## src/rtl/dram_arb_pkg.sv

```systemverilog
// Shared types and default sizes for the DRAM arbiter.
//
// Contents:
//   state_e       - arbiter FSM states (idle / memory access / acknowledge)
//   DefNumPorts   - default number of requester ports
//   DefAddrWidth  - default DRAM word address width
//   DefDataWidth  - default data word width
package dram_arb_pkg;

    typedef enum logic [1:0] {
        StIdle = 2'd0,
        StBusy = 2'd1,
        StResp = 2'd2
    } state_e;

    localparam int unsigned DefNumPorts  = 2;
    localparam int unsigned DefAddrWidth = 24;
    localparam int unsigned DefDataWidth = 32;

endpackage

```

## src/rtl/rr_arbiter.sv

```systemverilog
// Combinational winner selection for the DRAM arbiter.
//
// Searches the request vector starting one past the last granted port and
// returns the first requester found, as a one-hot grant plus its index.
// With DRAM_ARB_FIXED_PRIO_EN defined, port 0 wins whenever it requests and
// the round-robin search only ever lands on the remaining ports.
//
// Ports:
//   req_i   - per-port request vector
//   ptr_i   - index of the last granted port
//   grant_o - one-hot grant (all zero when nobody requests)
//   idx_o   - index of the granted port (0 when nobody requests)
module rr_arbiter #(
    parameter int unsigned NUM_PORTS = 2,
    parameter int unsigned IDX_W     = $clog2(NUM_PORTS)
) (
    input  logic [NUM_PORTS-1:0] req_i,
    input  logic [IDX_W-1:0]     ptr_i,
    output logic [NUM_PORTS-1:0] grant_o,
    output logic [IDX_W-1:0]     idx_o
);

    logic             found;
    logic [IDX_W-1:0] cand_idx;

    always_comb begin
        grant_o  = '0;
        idx_o    = '0;
        found    = 1'b0;
        cand_idx = '0;
`ifdef DRAM_ARB_FIXED_PRIO_EN
        if (req_i[0]) begin
            grant_o[0] = 1'b1;
            found      = 1'b1;
        end
`endif
        // i runs 1..NUM_PORTS so the last granted port is checked last.
        for (int unsigned i = 1; i <= NUM_PORTS; i++) begin
            cand_idx = IDX_W'((32'(ptr_i) + i) % NUM_PORTS);
            if (!found && req_i[cand_idx]) begin
                grant_o[cand_idx] = 1'b1;
                idx_o             = cand_idx;
                found             = 1'b1;
            end
        end
    end

endmodule

```

## src/rtl/dram_arbiter.sv

```systemverilog
// Multi-port arbiter in front of a single-access SDRAM controller.
//
// One transaction is outstanding at a time: IDLE picks a winner and latches
// its command, BUSY holds the memory request until mem_done, RESP pulses
// p_ack to the winner for one cycle. Read data is held on p_rdata until the
// next read completes.
//
// Build option: DRAM_ARB_FIXED_PRIO_EN gives port 0 absolute priority; the
// round-robin pointer then only tracks grants to the other ports.
//
// Ports:
//   clk, rst              - clock, asynchronous active-high reset
//   p_req/p_we            - per-port request level and write flag
//   p_addr/p_wdata        - packed per-port address and write data
//   p_ack                 - one-cycle completion pulse to the granted port
//   p_rdata               - shared read data, valid with p_ack
//   mem_addr/mem_wdata    - command address and write data to the controller
//   mem_req_read/_write   - request levels to the controller
//   mem_rdata/mem_done    - controller read data and completion pulse
module dram_arbiter
    import dram_arb_pkg::*;
#(
    parameter int unsigned NUM_PORTS  = DefNumPorts,
    parameter int unsigned ADDR_WIDTH = DefAddrWidth,
    parameter int unsigned DATA_WIDTH = DefDataWidth
) (
    input  logic                            clk,
    input  logic                            rst,
    input  logic [NUM_PORTS-1:0]            p_req,
    input  logic [NUM_PORTS-1:0]            p_we,
    input  logic [NUM_PORTS*ADDR_WIDTH-1:0] p_addr,
    input  logic [NUM_PORTS*DATA_WIDTH-1:0] p_wdata,
    output logic [NUM_PORTS-1:0]            p_ack,
    output logic [DATA_WIDTH-1:0]           p_rdata,
    output logic [ADDR_WIDTH-1:0]           mem_addr,
    output logic                            mem_req_read,
    output logic                            mem_req_write,
    output logic [DATA_WIDTH-1:0]           mem_wdata,
    input  logic [DATA_WIDTH-1:0]           mem_rdata,
    input  logic                            mem_done
);

    localparam int unsigned     IdxW     = $clog2(NUM_PORTS);
    localparam logic [IdxW-1:0] LastPort = IdxW'(NUM_PORTS - 1);

    state_e state_q, state_d;

    logic [IdxW-1:0]       grant_q;
    logic [IdxW-1:0]       last_grant_q, last_grant_d;
    logic                  we_q;
    logic [ADDR_WIDTH-1:0] addr_q;
    logic [DATA_WIDTH-1:0] wdata_q;
    logic [DATA_WIDTH-1:0] rdata_q;

    logic [NUM_PORTS-1:0]  win_onehot;
    logic [IdxW-1:0]       win_idx;
    logic                  any_req;

    // Unpacked views of the packed per-port buses.
    logic [ADDR_WIDTH-1:0] addr_arr  [NUM_PORTS];
    logic [DATA_WIDTH-1:0] wdata_arr [NUM_PORTS];

    for (genvar g = 0; g < NUM_PORTS; g++) begin : gen_unpack
        assign addr_arr[g]  = p_addr[g*ADDR_WIDTH +: ADDR_WIDTH];
        assign wdata_arr[g] = p_wdata[g*DATA_WIDTH +: DATA_WIDTH];
    end

    rr_arbiter #(
        .NUM_PORTS (NUM_PORTS),
        .IDX_W     (IdxW)
    ) u_rr_arbiter (
        .req_i   (p_req),
        .ptr_i   (last_grant_q),
        .grant_o (win_onehot),
        .idx_o   (win_idx)
    );

    assign any_req = |win_onehot;

    // State register.
    always_ff @(posedge clk or posedge rst) begin
        if (rst) begin
            state_q <= StIdle;
        end else begin
            state_q <= state_d;
        end
    end

    // Next-state logic.
    always_comb begin
        state_d = state_q;
        unique case (state_q)
            StIdle:  if (any_req)  state_d = StBusy;
            StBusy:  if (mem_done) state_d = StResp;
            StResp:  state_d = StIdle;
            default: state_d = StIdle;
        endcase
    end

    // Outputs decoded from the current state.
    always_comb begin
        mem_req_read  = 1'b0;
        mem_req_write = 1'b0;
        p_ack         = '0;
        unique case (state_q)
            StBusy: begin
                mem_req_read  = ~we_q;
                mem_req_write = we_q;
            end
            StResp:  p_ack = NUM_PORTS'(1) << grant_q;
            default: ;
        endcase
    end

    // Pointer advances only when the acknowledge is issued, so an abandoned
    // transaction never moves it.
    always_comb begin
        last_grant_d = last_grant_q;
        if (state_q == StResp) begin
`ifdef DRAM_ARB_FIXED_PRIO_EN
            if (grant_q != '0) last_grant_d = grant_q;
`else
            last_grant_d = grant_q;
`endif
        end
    end

    // Command latch, read data capture and round-robin pointer.
    always_ff @(posedge clk or posedge rst) begin
        if (rst) begin
            grant_q      <= '0;
            we_q         <= 1'b0;
            addr_q       <= '0;
            wdata_q      <= '0;
            rdata_q      <= '0;
            last_grant_q <= LastPort;
        end else begin
            if (state_q == StIdle && any_req) begin
                grant_q <= win_idx;
                we_q    <= p_we[win_idx];
                addr_q  <= addr_arr[win_idx];
                wdata_q <= wdata_arr[win_idx];
            end
            if (state_q == StBusy && mem_done && !we_q) begin
                rdata_q <= mem_rdata;
            end
            last_grant_q <= last_grant_d;
        end
    end

    assign mem_addr  = addr_q;
    assign mem_wdata = wdata_q;
    assign p_rdata   = rdata_q;

endmodule
```

## config.mk

```make
export PLATFORM = sky130hd
export DESIGN_NAME = dram_arbiter
export DESIGN_NICKNAME = d
export VERILOG_FILES = /design/src/rtl/dram_arb_pkg.sv /design/src/rtl/rr_arbiter.sv /design/src/rtl/dram_arbiter.sv
export SDC_FILE = /design/constraint.sdc
export NUM_CORES = 1
export LEC_CHECK = 0
export ABC_CLOCK_PERIOD_IN_PS = 9610
export CAP_MARGIN = 10
export CORE_AREA = 5 5 91 93
export DETAILED_ROUTE_END_ITERATION = 8
export DIE_AREA = 0 0 96 98
export DONT_BUFFER_PORTS = 1
export PLACE_DENSITY = 0.75
export REMOVE_ABC_BUFFERS = 1
export SLEW_MARGIN = 15
export SYNTH_ARGS = -nofsm -noshare
export SYNTH_HDL_FRONTEND = slang
export SYNTH_HIERARCHICAL = 1
export SYNTH_SLANG_ARGS = --single-unit
```

## constraint.sdc

```tcl
create_clock -name clk -period 9.61 [get_ports clk]
set_clock_uncertainty 0.05 [all_clocks]
set_input_delay 2.4025 -clock clk [delete_from_list [all_inputs] [get_ports clk]]
set_output_delay 2.4025 -clock clk [all_outputs]
set_load 0.005 [all_outputs]
```

# --- After elaboration in Yosys (flattened, before gate mapping) ---
# Cells that the tools add are included.
# W data, S select, Z words.
word_totals:
  reg_bits: 93
  input_bits: 151
  wordCells: 61
classes:
  n_eq_ne: 4
  reduce_logical: 11
  n_lt_le_gt_ge: 6
  bitwise_logic: 3
  mux: 27
  add_sub_neg: 2
  n_shift: 1
ops:
  columns: ["operator", "count"]
  rows:
  - ["$mux W32", 3]
  - ["$mux W24", 3]
  - ["$mux W1", 13]
  - ["$mux W2", 5]
  - ["$logic_and A1 B1 Y1", 6]
  - ["$lt A1 B2 Y1 const B", 3]
  - ["$ne A2 B2 Y1 const B", 2]
  - ["$pmux W2 S2", 1]
  - ["$add A1 B1 Y1 const B", 2]
  - ["$demux W1 S1", 2]
  - ["$eq A2 B1 Y1 const B", 1]
  - ["$eq A2 B2 Y1 const B", 1]
  - ["$ge A1 B1 Y1 const B", 2]
  - ["$ge A2 B2 Y1 const B", 1]
  - ["$logic_not A1 Y1", 2]
  - ["$logic_not A2 Y1", 1]
  - ["$not A1 Y2", 1]
  - ["$or A2 B2 Y2", 1]
  - ["$reduce_and A2 Y1", 1]
  - ["$reduce_or A2 Y1", 1]
  - ["$shl A1 B1 Y2 const A", 1]
  - ["$not A1 Y1", 1]

# --- Longest topological paths before layout ---
depth:
  ltp_word: 11
  depth_mapped: 7
  mapped_depth_nobuf: 5

# --- By module ---
# The synthesis kept the hierarchy.
modules_own_cells:
  columns: ["module", "n_inst", "area_each_um2", "cells_per_inst"]
  rows:
  - ["dram_arbiter", 1, 4314.1, 271]
  - ["rr_arbiter", 1, 26.3, 4]

# --- Least setup slack after synthesis ---
# No wires, ideal clock.
synth_timing:
  path_kind: "input port to flip-flop"
  startpoint: "input port p_req[1]"
  endpoint: "register wdata_q[10], in the netlist mem_wdata[10]"
  slack_ns: 5.678
  path_buffers: 2
  t_arrival_ns: 3.757
  stages: 5
  path_cell_list: "a21boi_0 -> buf_2 -> buf_2 -> mux2_2 -> mux2_2"
synth_between:
  elab_chain_cells: 10
  word_cells_on_any_way: 18
  classes_between: "12 x mux; 2 x bitwise; 4 x reduce/logical"
synth_rtl:
  columns: ["element", "line", "rtl"]
  rows:
  - ["start: declaration", "dram_arbiter.sv:29", "input logic [NUM_PORTS-1:0] p_req,"]
  - ["$mux W1 (implied by the code) (2 in series)", "rr_arbiter.sv:40", "if (!found && req_i[cand_idx]) begin"]
  - ["$mux W1", "rr_arbiter.sv:40", null]
  - ["$logic_not A1 Y1", "rr_arbiter.sv:40", null]
  - ["$logic_and A1 B1 Y1", "rr_arbiter.sv:40", null]
  - ["$mux W1", "rr_arbiter.sv:40", null]
  - ["$not A1 Y2 (implied by the code)", "dram_arbiter.sv:142", "wdata_q <= wdata_arr[win_idx];"]
  - ["$mux W32 (implied by the code) (3 in series)", "dram_arbiter.sv:142", null]
  - ["end signal: assignment", "dram_arbiter.sv:142", null]
  - ["end: declaration", "dram_arbiter.sv:52", "logic [DATA_WIDTH-1:0] wdata_q;"]
# Several ways; a longest one is shown, not always the timed one. The select of a mux whose other input is x is not followed.
# A chain may end at the register's enable or synchronous reset.

# --- Final worst setup path ---
layout_timing:
  startpoint: "input port p_req[1]"
  endpoint: "register wdata_q[24], in the netlist mem_wdata[24]"
# Same word-level chain as after synthesis.

==> results.md <==
- Status: completed
- Pwr Total: between 1 and 1.5 mW
- Final wirelength: approximately 9000 um
- Reg2Reg Setup Slack: just over 7 ns
- Post-Synthesis Cells: around 280
- Final Cell Area: approximately 0.0046 mm^2
- First-pass GRT wire length: roughly 13000 um
- RR Startpoint: last_grant_q
- IO Pins: 243
- Fin cells: around 380
- Synth Area in Compound Gates: 0.00865
- DRT iter0 DRCs: 37
- Via count of the routed design: around 2200
- CTS Sinks: 93
- Mux cell area share after synthesis: 0.407
- Postcts setup bufs: 0
- Post-cts sizing count: 0
- Post-route core utilization: 0.618
- Cell count after placement: 364
- MaxCap Viol Count: 0
- GR Overflow Total: 0
- Hold_buf cts: 0
- Post-synthesis simple-gate area fraction: 0.0138
- Synthesis Warnings: 6
- Final count of negative-setup-slack endpoints: 0
- Largest net degree at the start of global routing: 53
- Pre-CTS setup slack: just under 5 ns
- CP Class: primary input to flop
- Final WS setup: roughly 5.7 ns
- #FFs+latches synth: 93
- Root buf cell: clkbuf_8
- Pwr dens: approximately 320 mW/mm^2
- Fin crit share: 0.408
- CP Cell Sequence: a21boi_0 -> nor2_1 -> nor3_4 -> buf_8 -> buf_4 -> mux2_2
- Port bufs: 0
- Slew @ Worst Pin: around 0.77 ns
- CP max stage delay: roughly 0.41 ns
- GRT Overall Usage: 0.188
- Placed cell area: roughly 0.0044 mm^2
- Final net count: roughly 430
- Layout area overhead: 6.00%
- Register area share after synthesis: 0.536
- H-tree Lvls: 3
- # diodes: 0
- Sink of the worst hold path: mem_wdata[17]
- Min-delay src: mem_wdata[17]
- Worst r2r path cells: 7
- Tightest Hold Check Type: flop to flop
- Cell leakage power: approximately 1.9 nW
- Clk Latency, worst-skew pair: between 0.3 and 0.4 ns
- WP data required: just under 10 ns
- GPL Wtd Cong: about 0.72
- Clk buf depth: 2
- Syn avg cell area: 15.8 um^2
- Initial antenna violation count: 1
- Clk slew on worst S/H paths: 0.09 ns
- Arr. time, crit path: just over 4 ns
- Cell row count: 32
- Min Hold Slack: 0.498 ns
- Share of cells above drive strength 1: 0.609
- FF-to-FF End: mem_wdata[24]
- RSZ-0062 raised after global routing: false
- Core ar.: around 0.0074 mm^2
- Die height: approximately 100 um
- Vias/cell: 5.78
- Max Slew Vio Count: 0
- Worst setup SP type: primary input
- CP max-delay cell: buf_4
- Dominant combinational cell family by area after synthesis: multiplexers
- Final ANT Viol Nets: 0
- CTS tree: built
- Adder-Cell Fraction of Synth Area: 0
- HPWL Detailed: just over 7000 um
- Vias in the first global route: about 2400
- First-pass iteration count of the detailed router: 4
- Hold Fails Final Rpt: 0
- Die width: roughly 96 um
- Initial Util: 0.583
- Fin crit period: 3.92 ns
- Post-Synth XOR/XNOR Area: 0
- Max VDD drop: roughly 160 uV
- Fmax: 255 MHz
- Num CTS Buffers: 9
- Layout filler cell count: about 580
- Drt wl/cell: ~24 um
- CP Capture Type: flop
- Die ar.: about 0.0094 mm^2
- Remaining DRCs: 0
- Distinct cells, synth: 21
- WHS Path Cells: 1
- Rel. slew slack: 0.488
- Mapped cell area: approximately 0.0043 mm^2
- Final TNS setup: 0 ns
- Worst-path fanout max: 34
-- sequential cells by signal, summed over array words and instances (netlist names) --
register	flops
mem_wdata	32
mem_addr	24
p_rdata	32
last_grant_q	1
grant_q	1
we_q	1
state_q	2
-- cell usage after synthesis --
library cell  count  area [um^2]
nor2_1            5         18.8
buf_6             2         22.5
inv_1             4         15.0
buf_1             2         7.51
and3b_1           1         8.76
mux2i_1           2         20.0
nor3_2            1         10.0
mux2_2          115         1290
o21bai_1          1         7.51
a21boi_1          1         7.51
nand2b_1          1         6.26
clkbuf_1          1         3.75
and2_4            1         8.76
dfstp_2           1         26.3
a21boi_0          2         15.0
a21o_1            1         7.51
mux2_4           30          450
buf_12            3         60.1
buf_2             8         40.0
dfrtp_1          92         2300
or2b_1            1         7.51
-- cell usage in the layout (no fill, tap or decap), types with 2 or more instances in the layout --
master | netlist | final
mux2_2 | 115 | 115
dfrtp_1 | 92 | 92
mux2_4 | 30 | 30
inv_1 | 4 | 3
buf_4 | 0 | 3
clkinv_2 | 0 | 2
clkbuf_8 | 0 | 11
clkinvlp_4 | 0 | 2
nor2_1 | 5 | 5
mux2i_1 | 2 | 2
-- worst max-delay path by stage --
stage               startpoint  cells after the start       endpoint  slack [ns]
finish                p_req[1]                      6  mem_wdata[24]        5.69
global route          p_req[1]                      6        grant_q        5.59
CTS                   p_req[1]                      5  mem_wdata[24]        5.26
detailed placement    p_req[1]                      5  mem_wdata[10]        4.88
global placement      p_req[1]                      5   mem_addr[17]        4.94
floorplan             p_req[1]                      3    mem_addr[0]        2.05
-- area by class of cell --
class	count	area, um^2	area share
repair buffers	4	37.5	0.00816
flip-flops and latches	93	2330	0.506
well taps	102	128	0.0277
multi-input cells	162	1880	0.409
clock buffers	11	151	0.0329
inverters	4	16.3	0.00354
clock inverters	5	58.8	0.0128
-- kinds of logic after synthesis --
| kind of cell | count (synthesis) |
|---|---|
| buffers and inverters | 20 |
| muxes | 147 |
| DFF | 93 |
| AOI/OAI and AO/OA | 5 |
| and+or+nand+nor | 10 |
-- worst max-delay path, delay by kind of cell --
kind | cells | cell delay [ns]
AOI/OAI and AO/OA | 1 | 0.16
buffers and inverters | 2 | 0.65
muxes | 1 | 0.39
and+or+nand+nor | 2 | 0.46
-- report_power, final --
group | internal, mW | leakage (nW) | switching [mW]
clock | 0.134 | 0.102 | 0.129
sequential | 0.596 | 1.09 | 0.179
combinational | 0.296 | 0.753 | 0.149
-- metal layers --
metal	up-vias	wire length (um)	GRT usage
met4	2	99	0.0536
met1	1067	3040	0.204
met2	153	4540	0.307
met5	-	7	0
met3	9	1280	0.110
li1	971	-	-
Note: power is estimated with default switching activity, not from simulation.
